==> src/rtl/mem_dump_pkg.sv <==
// Shared definitions for the data-memory dump engine: pipeline widths,
// default port widths and the dump FSM state encoding.
package mem_dump_pkg;

  // Widths shared with the rest of the pipeline
  localparam int XLEN        = 32;
  localparam int DMEM_ADDR_W = 12;

  // Default widths of the dump engine
  localparam int ADDR_W_DEF = DMEM_ADDR_W;
  localparam int DATA_W_DEF = XLEN;
  localparam int RD_LAT_DEF = 1;

  typedef enum logic [2:0] {
    ST_IDLE    = 3'd0,
    ST_ISSUE   = 3'd1,
    ST_WAIT    = 3'd2,
    ST_PRESENT = 3'd3,
    ST_DONE    = 3'd4
  } dump_state_e;

  // The engine counts as busy while a dump is in flight
  function automatic logic state_is_busy(input dump_state_e s);
    return (s != ST_IDLE) && (s != ST_DONE);
  endfunction

endpackage

==> src/rtl/mem_dump_if.sv <==
// Bus bundle of the dump engine: the memory debug read port and the
// valid/ready word stream towards the consumer.
interface mem_dump_if #(
  parameter int ADDR_W = mem_dump_pkg::ADDR_W_DEF,
  parameter int DATA_W = mem_dump_pkg::DATA_W_DEF
);

  logic [ADDR_W-1:0] dbg_addr_o;
  logic [DATA_W-1:0] dbg_rdata_i;
  logic [DATA_W-1:0] word_o;
  logic [ADDR_W-1:0] addr_o;
  logic              valid_o;
  logic              ready_i;

  // Dump engine side
  modport master (
    output dbg_addr_o,
    input  dbg_rdata_i,
    output word_o,
    output addr_o,
    output valid_o,
    input  ready_i
  );

  // Memory model / consumer side
  modport slave (
    input  dbg_addr_o,
    output dbg_rdata_i,
    input  word_o,
    input  addr_o,
    input  valid_o,
    output ready_i
  );

endinterface

==> src/rtl/mem_dump.sv <==
// Data-memory dump engine. On a rising edge of the retired-halt flag it
// walks word_cnt_i words starting at base_addr_i through the memory debug
// read port and streams each word with its byte address over valid/ready,
// accumulating a running checksum of the accepted words.
//
//   state   | meaning
//   --------+-----------------------------------------------------------
//   IDLE    | armed, waiting for a 0->1 edge on halt_i
//   ISSUE   | debug read address driven for the current word
//   WAIT    | RD_LAT cycles of memory latency, address held stable
//   PRESENT | word/address offered with valid_o until ready_i
//   DONE    | dump finished (done_o pulsed on entry), wait for halt_i low
module mem_dump
  import mem_dump_pkg::*;
#(
  parameter int ADDR_W = ADDR_W_DEF,
  parameter int DATA_W = DATA_W_DEF,
  parameter int RD_LAT = RD_LAT_DEF
) (
  input  logic              clk,
  input  logic              RST,
  input  logic              halt_i,
  input  logic [ADDR_W-1:0] base_addr_i,
  input  logic [ADDR_W-2:0] word_cnt_i,
  output logic              busy_o,
  output logic              done_o,
  output logic [DATA_W-1:0] checksum_o,
  mem_dump_if.master        bus
);

  localparam int         CNT_W     = ADDR_W - 1;
  // WAIT is left when the counter reaches zero, so it starts at RD_LAT-1
  localparam logic [1:0] WAIT_INIT = 2'(RD_LAT - 1);

  dump_state_e       state_q, state_d;
  logic              halt_q;
  logic [ADDR_W-1:0] addr_q, addr_d;
  logic [CNT_W-1:0]  cnt_q, cnt_d;
  logic [1:0]        wait_q, wait_d;
  logic [ADDR_W-1:0] dbg_addr_q, dbg_addr_d;
  logic [DATA_W-1:0] word_q, word_d;
  logic [ADDR_W-1:0] out_addr_q, out_addr_d;
  logic [DATA_W-1:0] csum_q, csum_d;
  logic              done_q, done_d;

  logic              halt_rise;
  logic [ADDR_W-1:0] base_aligned;
  logic [ADDR_W-1:0] addr_inc;
  logic [CNT_W-1:0]  cnt_dec;

  assign halt_rise    = halt_i & ~halt_q;
  assign base_aligned = base_addr_i & ~ADDR_W'(3);
  assign addr_inc     = addr_q + ADDR_W'(4);
  assign cnt_dec      = cnt_q - CNT_W'(1);

  // State register
  always_ff @(posedge clk or posedge RST) begin
    if (RST) begin
      state_q <= ST_IDLE;
    end else begin
      state_q <= state_d;
    end
  end

  // Next-state and datapath next values; everything holds unless a state acts
  always_comb begin
    state_d    = state_q;
    addr_d     = addr_q;
    cnt_d      = cnt_q;
    wait_d     = wait_q;
    dbg_addr_d = dbg_addr_q;
    word_d     = word_q;
    out_addr_d = out_addr_q;
    csum_d     = csum_q;
    done_d     = 1'b0;

    case (state_q)
      ST_IDLE: begin
        if (halt_rise) begin
          csum_d = '0;
          if (word_cnt_i != '0) begin
            addr_d     = base_aligned;
            cnt_d      = word_cnt_i;
            dbg_addr_d = base_aligned;
            state_d    = ST_ISSUE;
          end else begin
            // Empty dump: report completion without touching memory
            done_d  = 1'b1;
            state_d = ST_DONE;
          end
        end
      end

      ST_ISSUE: begin
        wait_d  = WAIT_INIT;
        state_d = ST_WAIT;
      end

      ST_WAIT: begin
        if (wait_q == 2'd0) begin
          word_d     = bus.dbg_rdata_i;
          out_addr_d = addr_q;
          state_d    = ST_PRESENT;
        end else begin
          wait_d = wait_q - 2'd1;
        end
      end

      ST_PRESENT: begin
        if (bus.ready_i) begin
          csum_d = csum_q + word_q;
          addr_d = addr_inc;
          cnt_d  = cnt_dec;
          if (cnt_dec != '0) begin
            dbg_addr_d = addr_inc;
            state_d    = ST_ISSUE;
          end else begin
            done_d  = 1'b1;
            state_d = ST_DONE;
          end
        end
      end

      ST_DONE: begin
        // Re-arm only once halt drops, so a halt held high dumps once
        if (!halt_i) begin
          state_d = ST_IDLE;
        end
      end

      default: begin
        state_d = ST_IDLE;
      end
    endcase
  end

  // Datapath registers and the halt edge detector
  always_ff @(posedge clk or posedge RST) begin
    if (RST) begin
      halt_q     <= 1'b0;
      addr_q     <= '0;
      cnt_q      <= '0;
      wait_q     <= '0;
      dbg_addr_q <= '0;
      word_q     <= '0;
      out_addr_q <= '0;
      csum_q     <= '0;
      done_q     <= 1'b0;
    end else begin
      halt_q     <= halt_i;
      addr_q     <= addr_d;
      cnt_q      <= cnt_d;
      wait_q     <= wait_d;
      dbg_addr_q <= dbg_addr_d;
      word_q     <= word_d;
      out_addr_q <= out_addr_d;
      csum_q     <= csum_d;
      done_q     <= done_d;
    end
  end

  assign bus.dbg_addr_o = dbg_addr_q;
  assign bus.word_o     = word_q;
  assign bus.addr_o     = out_addr_q;
  assign bus.valid_o    = (state_q == ST_PRESENT);
  assign busy_o         = state_is_busy(state_q);
  assign done_o         = done_q;
  assign checksum_o     = csum_q;

endmodule

==> src/flat_wrapper.sv <==
// flat-port wrapper written by rule: the top's interface ports become plain ports
module mem_dump_flat import mem_dump_pkg::*;
#(
  parameter int ADDR_W = ADDR_W_DEF,
  parameter int DATA_W = DATA_W_DEF,
  parameter int RD_LAT = RD_LAT_DEF
)
  (clk, RST, halt_i, base_addr_i, word_cnt_i, busy_o, done_o, checksum_o, bus_dbg_addr_o, bus_dbg_rdata_i, bus_word_o, bus_addr_o, bus_valid_o, bus_ready_i);
  mem_dump_if #(.ADDR_W(ADDR_W), .DATA_W(DATA_W)) bus_i ();
  input  logic clk;
  input  logic RST;
  input  logic halt_i;
  input  logic [ADDR_W-1:0] base_addr_i;
  input  logic [ADDR_W-2:0] word_cnt_i;
  output logic busy_o;
  output logic done_o;
  output logic [DATA_W-1:0] checksum_o;
  output wire logic [$bits(bus_i.dbg_addr_o)-1:0] bus_dbg_addr_o;
  input wire logic [$bits(bus_i.dbg_rdata_i)-1:0] bus_dbg_rdata_i;
  output wire logic [$bits(bus_i.word_o)-1:0] bus_word_o;
  output wire logic [$bits(bus_i.addr_o)-1:0] bus_addr_o;
  output wire logic [$bits(bus_i.valid_o)-1:0] bus_valid_o;
  input wire logic [$bits(bus_i.ready_i)-1:0] bus_ready_i;
  assign bus_dbg_addr_o = bus_i.dbg_addr_o;
  assign bus_i.dbg_rdata_i = bus_dbg_rdata_i;
  assign bus_word_o = bus_i.word_o;
  assign bus_addr_o = bus_i.addr_o;
  assign bus_valid_o = bus_i.valid_o;
  assign bus_i.ready_i = bus_ready_i;
  mem_dump #(.ADDR_W(ADDR_W), .DATA_W(DATA_W), .RD_LAT(RD_LAT)) u_core (.clk(clk), .RST(RST), .halt_i(halt_i), .base_addr_i(base_addr_i), .word_cnt_i(word_cnt_i), .busy_o(busy_o), .done_o(done_o), .checksum_o(checksum_o), .bus(bus_i));
endmodule
==> config.mk <==
export PLATFORM = sky130hd
export DESIGN_NAME = mem_dump_flat
export DESIGN_NICKNAME = d
export VERILOG_FILES = /design/src/rtl/mem_dump_pkg.sv /design/src/rtl/mem_dump_if.sv /design/src/rtl/mem_dump.sv /design/src/flat_wrapper.sv
export SDC_FILE = /design/constraint.sdc
export NUM_CORES = 1
export LEC_CHECK = 0
export BUFFER_PORTS_ARGS = -buffer_cell sky130_fd_sc_hd__clkbuf_2
export CORE_MARGIN = 1
export CORE_UTILIZATION = 53
export DETAILED_ROUTE_END_ITERATION = 12
export PLACE_DENSITY = 0.78
export SLEW_MARGIN = 15
export SYNTH_ARGS = -nofsm -noshare
export SYNTH_HDL_FRONTEND = slang
export SYNTH_SLANG_ARGS = --single-unit
==> constraint.sdc <==
create_clock -name clk -period 8 [get_ports clk]
set_input_delay 0.4 -clock clk [delete_from_list [all_inputs] [get_ports clk]]
set_output_delay 0.4 -clock clk [all_outputs]
set_load 0.02 [all_outputs]
==> impl_metrics.toml, run 1 <==
[outcome]
status = "completed"

[clock_network]
cts_tree = "done"
cts_buffer_depth = 2
clk_latency_ns = 0.42
root_buffer = "clkbuf_16"
clkSinkCount = 118
clkTransAtPathRegs_ns = 0.05
cts_hold_buf = 0
post_cts_resized = 0
post-cts-setup-buffers = 0
cts.htree.levels = 4
cts_buffers = 17

[routing]
first_pass_iters = 4
via_per_inst = 5.793
vias = 5613
dr.first_iter.drc_count = 244
ant_nets = 0
post_drt_wl_per_cell_um = 16.25
drc = 0
routed_wl_um = 15750

[grt]
grt_antenna_before_repair = 0
grt_usage_pct = 26.14
gr-total-overflow = 0
grt_pass1_wl_um = 26430
grt_max_degree = 75
grt_pass1_vias = 5569

[power]
irDropWorstVdd_mv = 0.3056
p_total_uw = 4540
powerDensity_nw_per_um2 = 560.1
power_leakage_uw = 0.003915

[logic_synthesis]
synth.avg_cell_area_um2 = 10.21
syn-num-nets = 739
syn_area_um2 = 6575
synth_cells = 644
yosys_register_bits = 118
synthArstFlopShare_pct = 100.0
yosys_warnings = 0
ys.flop_type = "dfrtp_1"
yosysSeqAreaShare_pct = 44.91
synth_edf_count = 0
synth_cell_types = 56

[worst_setup_path]
critical_path_arrival_ns = 3.69
r2r_start = "u_core.bus.word_o[0]"
cpMaxStageDelayCell = "fa_1"
rr_endpoint = "u_core.checksum_o[28]"
worstSetupStartpointType = "flip-flop"
endpoint_kind = "flip-flop"
r2r_slack_ns = 4.61
cp.required_ns = 8.30
path_cells = "ha_1, fa_1, a21o_1, a221o_1, a211oi_4, o21ai_2, o41ai_4, nor4_1, or3_1, a32o_1"
crit_fanout = 4
cpPeakStageDelay_ns = 0.43
crit_type = "flip-flop to flip-flop"
rr_worst_depth = 10

[die]
fp.dieW_um = 113.4
die-area_um2 = 12860
start_util_pct = 54.51
core_area_um2 = 12060
ios = 150
die_h_um = 113.4
placement_rows = 40

[sta]
clock.fmax_mhz = 295.4
setup_tns_ns = 0
period_share_pct = 42.32
finalSetupViolations = 0
rsz0062_at_grt = "no"
slew_viol_final = 0
clock_skew_ns = 0.009696
slew_headroom_pct = 39.08
worstMarginPinSlew_ns = 0.9137
hold_violations = 0
fin_crit_ns = 3.386

[worst_hold_path]
hold_path.class = "primary input to asynchronous set/reset pin"

[cells_and_area]
post-route-util_pct = 67.20
drive_gt1_share_pct = 31.09
syn_to_final_growth_pct = 23.27
layout_common_cells = "clkbuf_2, dfrtp_1, nand2_1"
diodes = 0
nets = 883
layout_commonest_cell = "clkbuf_2"

[job]
drv_cap = 0

[placement]
place_hpwl_um = 11100
finalWeightedCongestion = 0.9179
port_buffers = 147
[stage by stage]
step	hold slack, ns	setup WS, ns	std cells	cell area, µm²
floorplan	0.4314	4.471	644	6575
global placement	0.4794	4.727	937	7466
detailed placement	0.4924	4.644	937	7466
CTS	0.04628	4.634	969	8100
global route	0.08504	4.530	969	8105
finish	0.03467	4.614	969	8105
[synth_stat cells (8+ instances only)]
| master | count | area, µm² |
|---|---|---|
| nor3_1 | 9 | 45.04 |
| inv_1 | 20 | 75.07 |
| nand4_1 | 8 | 50.05 |
| o21ai_0 | 35 | 175.2 |
| a22o_1 | 27 | 236.5 |
| a21oi_1 | 52 | 260.3 |
| dfrtp_1 | 118 | 2953 |
| nand3_1 | 13 | 65.06 |
| xor2_1 | 14 | 122.6 |
| clkbuf_1 | 25 | 93.84 |
| nor2_1 | 40 | 150.1 |
| ha_1 | 35 | 437.9 |
| xnor2_1 | 21 | 183.9 |
| nand2_1 | 58 | 217.7 |
| mux2_2 | 53 | 596.8 |
| a21o_1 | 20 | 150.1 |
[where the power goes]
part	internal, µW	switching (µW)	total [µW]	leakage (µW)
Combinational	1090	1500	2590	0.00219
Clock	538	279	817	0.000299
Sequential	881	253	1130	0.00143
[worst max-delay path by stage]
| stage | start | endpoint | slack, ns |
|---|---|---|---|
| 6_report | u_core.bus.word_o[0] | u_core.checksum_o[28] | 4.61 |
| 5_1_grt | u_core.bus.word_o[0] | u_core.checksum_o[28] | 4.53 |
| 4_1_cts | u_core.bus.word_o[0] | u_core.checksum_o[28] | 4.63 |
| 3_5_place_dp | u_core.bus.word_o[0] | u_core.checksum_o[28] | 4.64 |
| 3_3_place_gp | u_core.bus.word_o[0] | u_core.checksum_o[28] | 4.73 |
| 2_1_floorplan | RST | u_core.addr_q[0] | 4.47 |
[cell type report]
type                       instances  area [µm²]
fill                             918        3956
clock inverter                    11       173.9
clock buffer                      21       460.4
tap                              168       210.2
inverter                          20       77.57
sequential                       118        2953
timing repair buffer             152       773.2
multi-input combinational        479        3457
[per-layer routing]
layer	wire length (µm)	vias to the layer above	global-route usage [%]
met5	0	-	0
met4	331	0	11.93
met3	788	31	6.429
met2	7768	172	43.31
met1	6861	2746	32.47
li1	-	2664	-
[worst max-delay path: cells and delay by family, from the launching register on]
| family | cells | cell delay, ns |
|---|---|---|
| compound gates | 6 | 1.71 |
| fa+ha+maj | 2 | 0.68 |
| flops | 1 | 0.40 |
| simple gates | 2 | 0.46 |
[registers in the layout (all words and copies together), names as in the netlist]
name                   cells
u_core.bus.dbg_addr_o     12
u_core.done_o              1
u_core.bus.word_o         32
u_core.checksum_o         32
u_core.cnt_q              11
u_core.addr_q             12
u_core.halt_q              1
u_core.bus.addr_o         12
u_core.state_q             3
u_core.wait_q              2
[cells by family (layout without fill, tap and decap cells)]
group | count (synthesis) | after routing | synth area share [%]
xor+xnor | 35 | 35 | 4.662
mux | 58 | 58 | 9.838
compound gates | 185 | 185 | 19.18
flops | 118 | 118 | 44.91
buf+inv | 47 | 204 | 2.702
fa+ha+maj | 36 | 36 | 6.965
simple gates | 165 | 165 | 11.74
(Power assumes the default switching activity.)
==> inputs of run 2 (changes only) <==
==> constraint.sdc (replaced) <==
create_clock -name clk -period 3.2 [get_ports clk]
set_input_delay 0.16 -clock clk [delete_from_list [all_inputs] [get_ports clk]]
set_output_delay 0.16 -clock clk [all_outputs]
set_load 0.02 [all_outputs]
==> impl_metrics.toml, run 2 (synthesis gave the netlist of run 1 again) <==
[cells_and_area]
regArea_um2 = 2953
nets = 926
finalInstanceArea_um2 = 8493
layout_commonest_cell = "clkbuf_2"
drive_gt1_share_pct = 30.45
multi_input_area_um2 = 3458
layout_common_cells = "clkbuf_2, dfrtp_1, nand2_1"
syn_to_final_growth_pct = 29.17
diodes = 0
n_fill_cell = 875
post-route-util_pct = 70.41

[power]
powerDensity_nw_per_um2 = 1354
p_total_uw = 11500
irDropWorstVdd_mv = 0.7554
power_leakage_uw = 0.004081

[placement]
placed_area_um2 = 7552
port_buffers = 147
place_hpwl_um = 11250
finalWeightedCongestion = 0.8941

[sta]
period_share_pct = 99.10
worstMarginPinSlew_ns = 0.7323
clock_skew_ns = 0.01185
finalSetupViolations = 0
setup_tns_ns = 0
slew_viol_final = 0
clock.fmax_mhz = 315.3
rsz0062_at_grt = "yes"
hold_violations = 0
fin_crit_ns = 3.171
slew_headroom_pct = 51.13

[die]
placement_rows = 40
die_h_um = 113.4
die-area_um2 = 12860
fp.dieW_um = 113.4
ios = 150
start_util_pct = 54.51
core_area_um2 = 12060

[grt]
grt_max_degree = 119
grt_pass1_wl_um = 28150
grt_usage_pct = 27.82
gr-total-overflow = 0
grt_pass1_vias = 5839
grt_antenna_before_repair = 0

[routing]
dr.first_iter.drc_count = 318
vias = 5772
ant_nets = 0
drc = 0
post_drt_wl_per_cell_um = 16.62
first_pass_iters = 5
via_per_inst = 5.704
routed_wl_um = 16820

[clock_network]
cts.htree.levels = 4
root_buffer = "clkbuf_16"
clkTransAtPathRegs_ns = 0.06
cts_tree = "done"
clk_latency_ns = 0.43
clkSinkCount = 118
cts_buffers = 17
cts_buffer_depth = 2

[worst_setup_path]
rr_worst_depth = 10
path_cells = "ha_1, fa_1, a21o_1, a221o_1, a211oi_4, o21ai_2, o41ai_4, nor4_1, or3_1, a32o_1"
crit_type = "flip-flop to flip-flop"
r2r_slack_ns = 0.03
cp.required_ns = 3.51
critPathTopFamily = "compound AO/OA/AOI/OAI gates"
endpoint_kind = "flip-flop"
critical_path_arrival_ns = 3.48
crit_fanout = 3
cpPeakStageDelay_ns = 0.42
critical_path_cell_count = 10
critPathBufInv = 0
worstSetupStartpointType = "flip-flop"
cpMaxStageDelayCell = "fa_1"

[worst_hold_path]
hold_path.class = "primary input to flip-flop"
hold_depth = 3

[outcome]
status = "completed"

[job]
drv_cap = 0
-- run 2: cell types whose count changed in the layout (fill, tap and decap cells not counted), moves of 2 or more --
cell	delta
bufinv_16	-2
clkinvlp_4	+2
dlygate4sd3_1	+34
buf_4	+7
buf_12	+2
-- run 2: final timing paths --
| path | startpoint | to |
|---|---|---|
| max | u_core.bus.word_o[0] | u_core.checksum_o[28] |
| max reg2reg | u_core.bus.word_o[0] | u_core.checksum_o[28] |
| max in group asynchronous | RST | u_core.bus.word_o[14] |
| min in group asynchronous | RST | u_core.addr_q[9] |
| min reg2reg | u_core.bus.addr_o[3] | u_core.bus.addr_o[3] |
| min | base_addr_i[2] | u_core.addr_q[2] |
-- run 2: layout make-up --
type / count / area share [%]
clock buffer: 21 / 5.421
clock inverter: 11 / 1.488
inverter: 20 / 0.9281
multi-input combinational: 479 / 40.72
sequential: 118 / 34.77
tap: 168 / 2.475
timing repair buffer: 195 / 14.20
-- run 2: what timing repair did --
action / 4_1_cts / 5_1_grt
resized for setup: 1 / 1
hold endpoints to repair: 151 / 0
setup buffers: 1 / 0
pin swaps: 2 / 1
hold buffers: 34 / 0
setup endpoints to repair: 2 / 3
cloned: 0 / 0
-- run 2: power by group --
| group | switching [µW] | total [µW] | internal, µW | leakage, µW |
|---|---|---|---|---|
| registers | 632 | 2840 | 2200 | 0.00143 |
| clock network | 693 | 1880 | 1190 | 0.000275 |
| logic | 3890 | 6790 | 2900 | 0.00238 |
| total | 5210 | 11500 | 6280 | 0.00408 |
-- run 2: metal layers --
metal | share of wire [%] | routed length (µm) | global-route usage, % | up-vias
met4 | 2.4 | 400 | 11.14 | 0
met3 | 5.7 | 954 | 7.917 | 36
met1 | 43 | 7285 | 34.78 | 2776
met2 | 49 | 8182 | 45.69 | 215
met5 | 0 | 0 | 0 | -
li1 | - | - | - | 2745
-- run 2: stage by stage --
| stage | worst slack, ns | cells | hold WS [ns] |
|---|---|---|---|
| final | 0.02874 | 1012 | 0.01947 |
| after global routing | -0.06052 | 1012 | 0.04571 |
| after CTS | 0.0001283 | 1012 | 0.005502 |
| after detailed placement | -0.01998 | 945 | 0.3115 |
| after global placement | 0.1088 | 945 | 0.3075 |
| after floorplan | 0.04720 | 644 | 0.1914 |
-- run 2: worst register-to-register path, delay by kind of cell, from the launching register on --
family	cells	cell delay, ns
AO/OA/AOI/OAI	6	1.56
adder cells (fa/ha/maj)	2	0.67
flip-flops	1	0.40
AND/OR/NAND/NOR	2	0.45
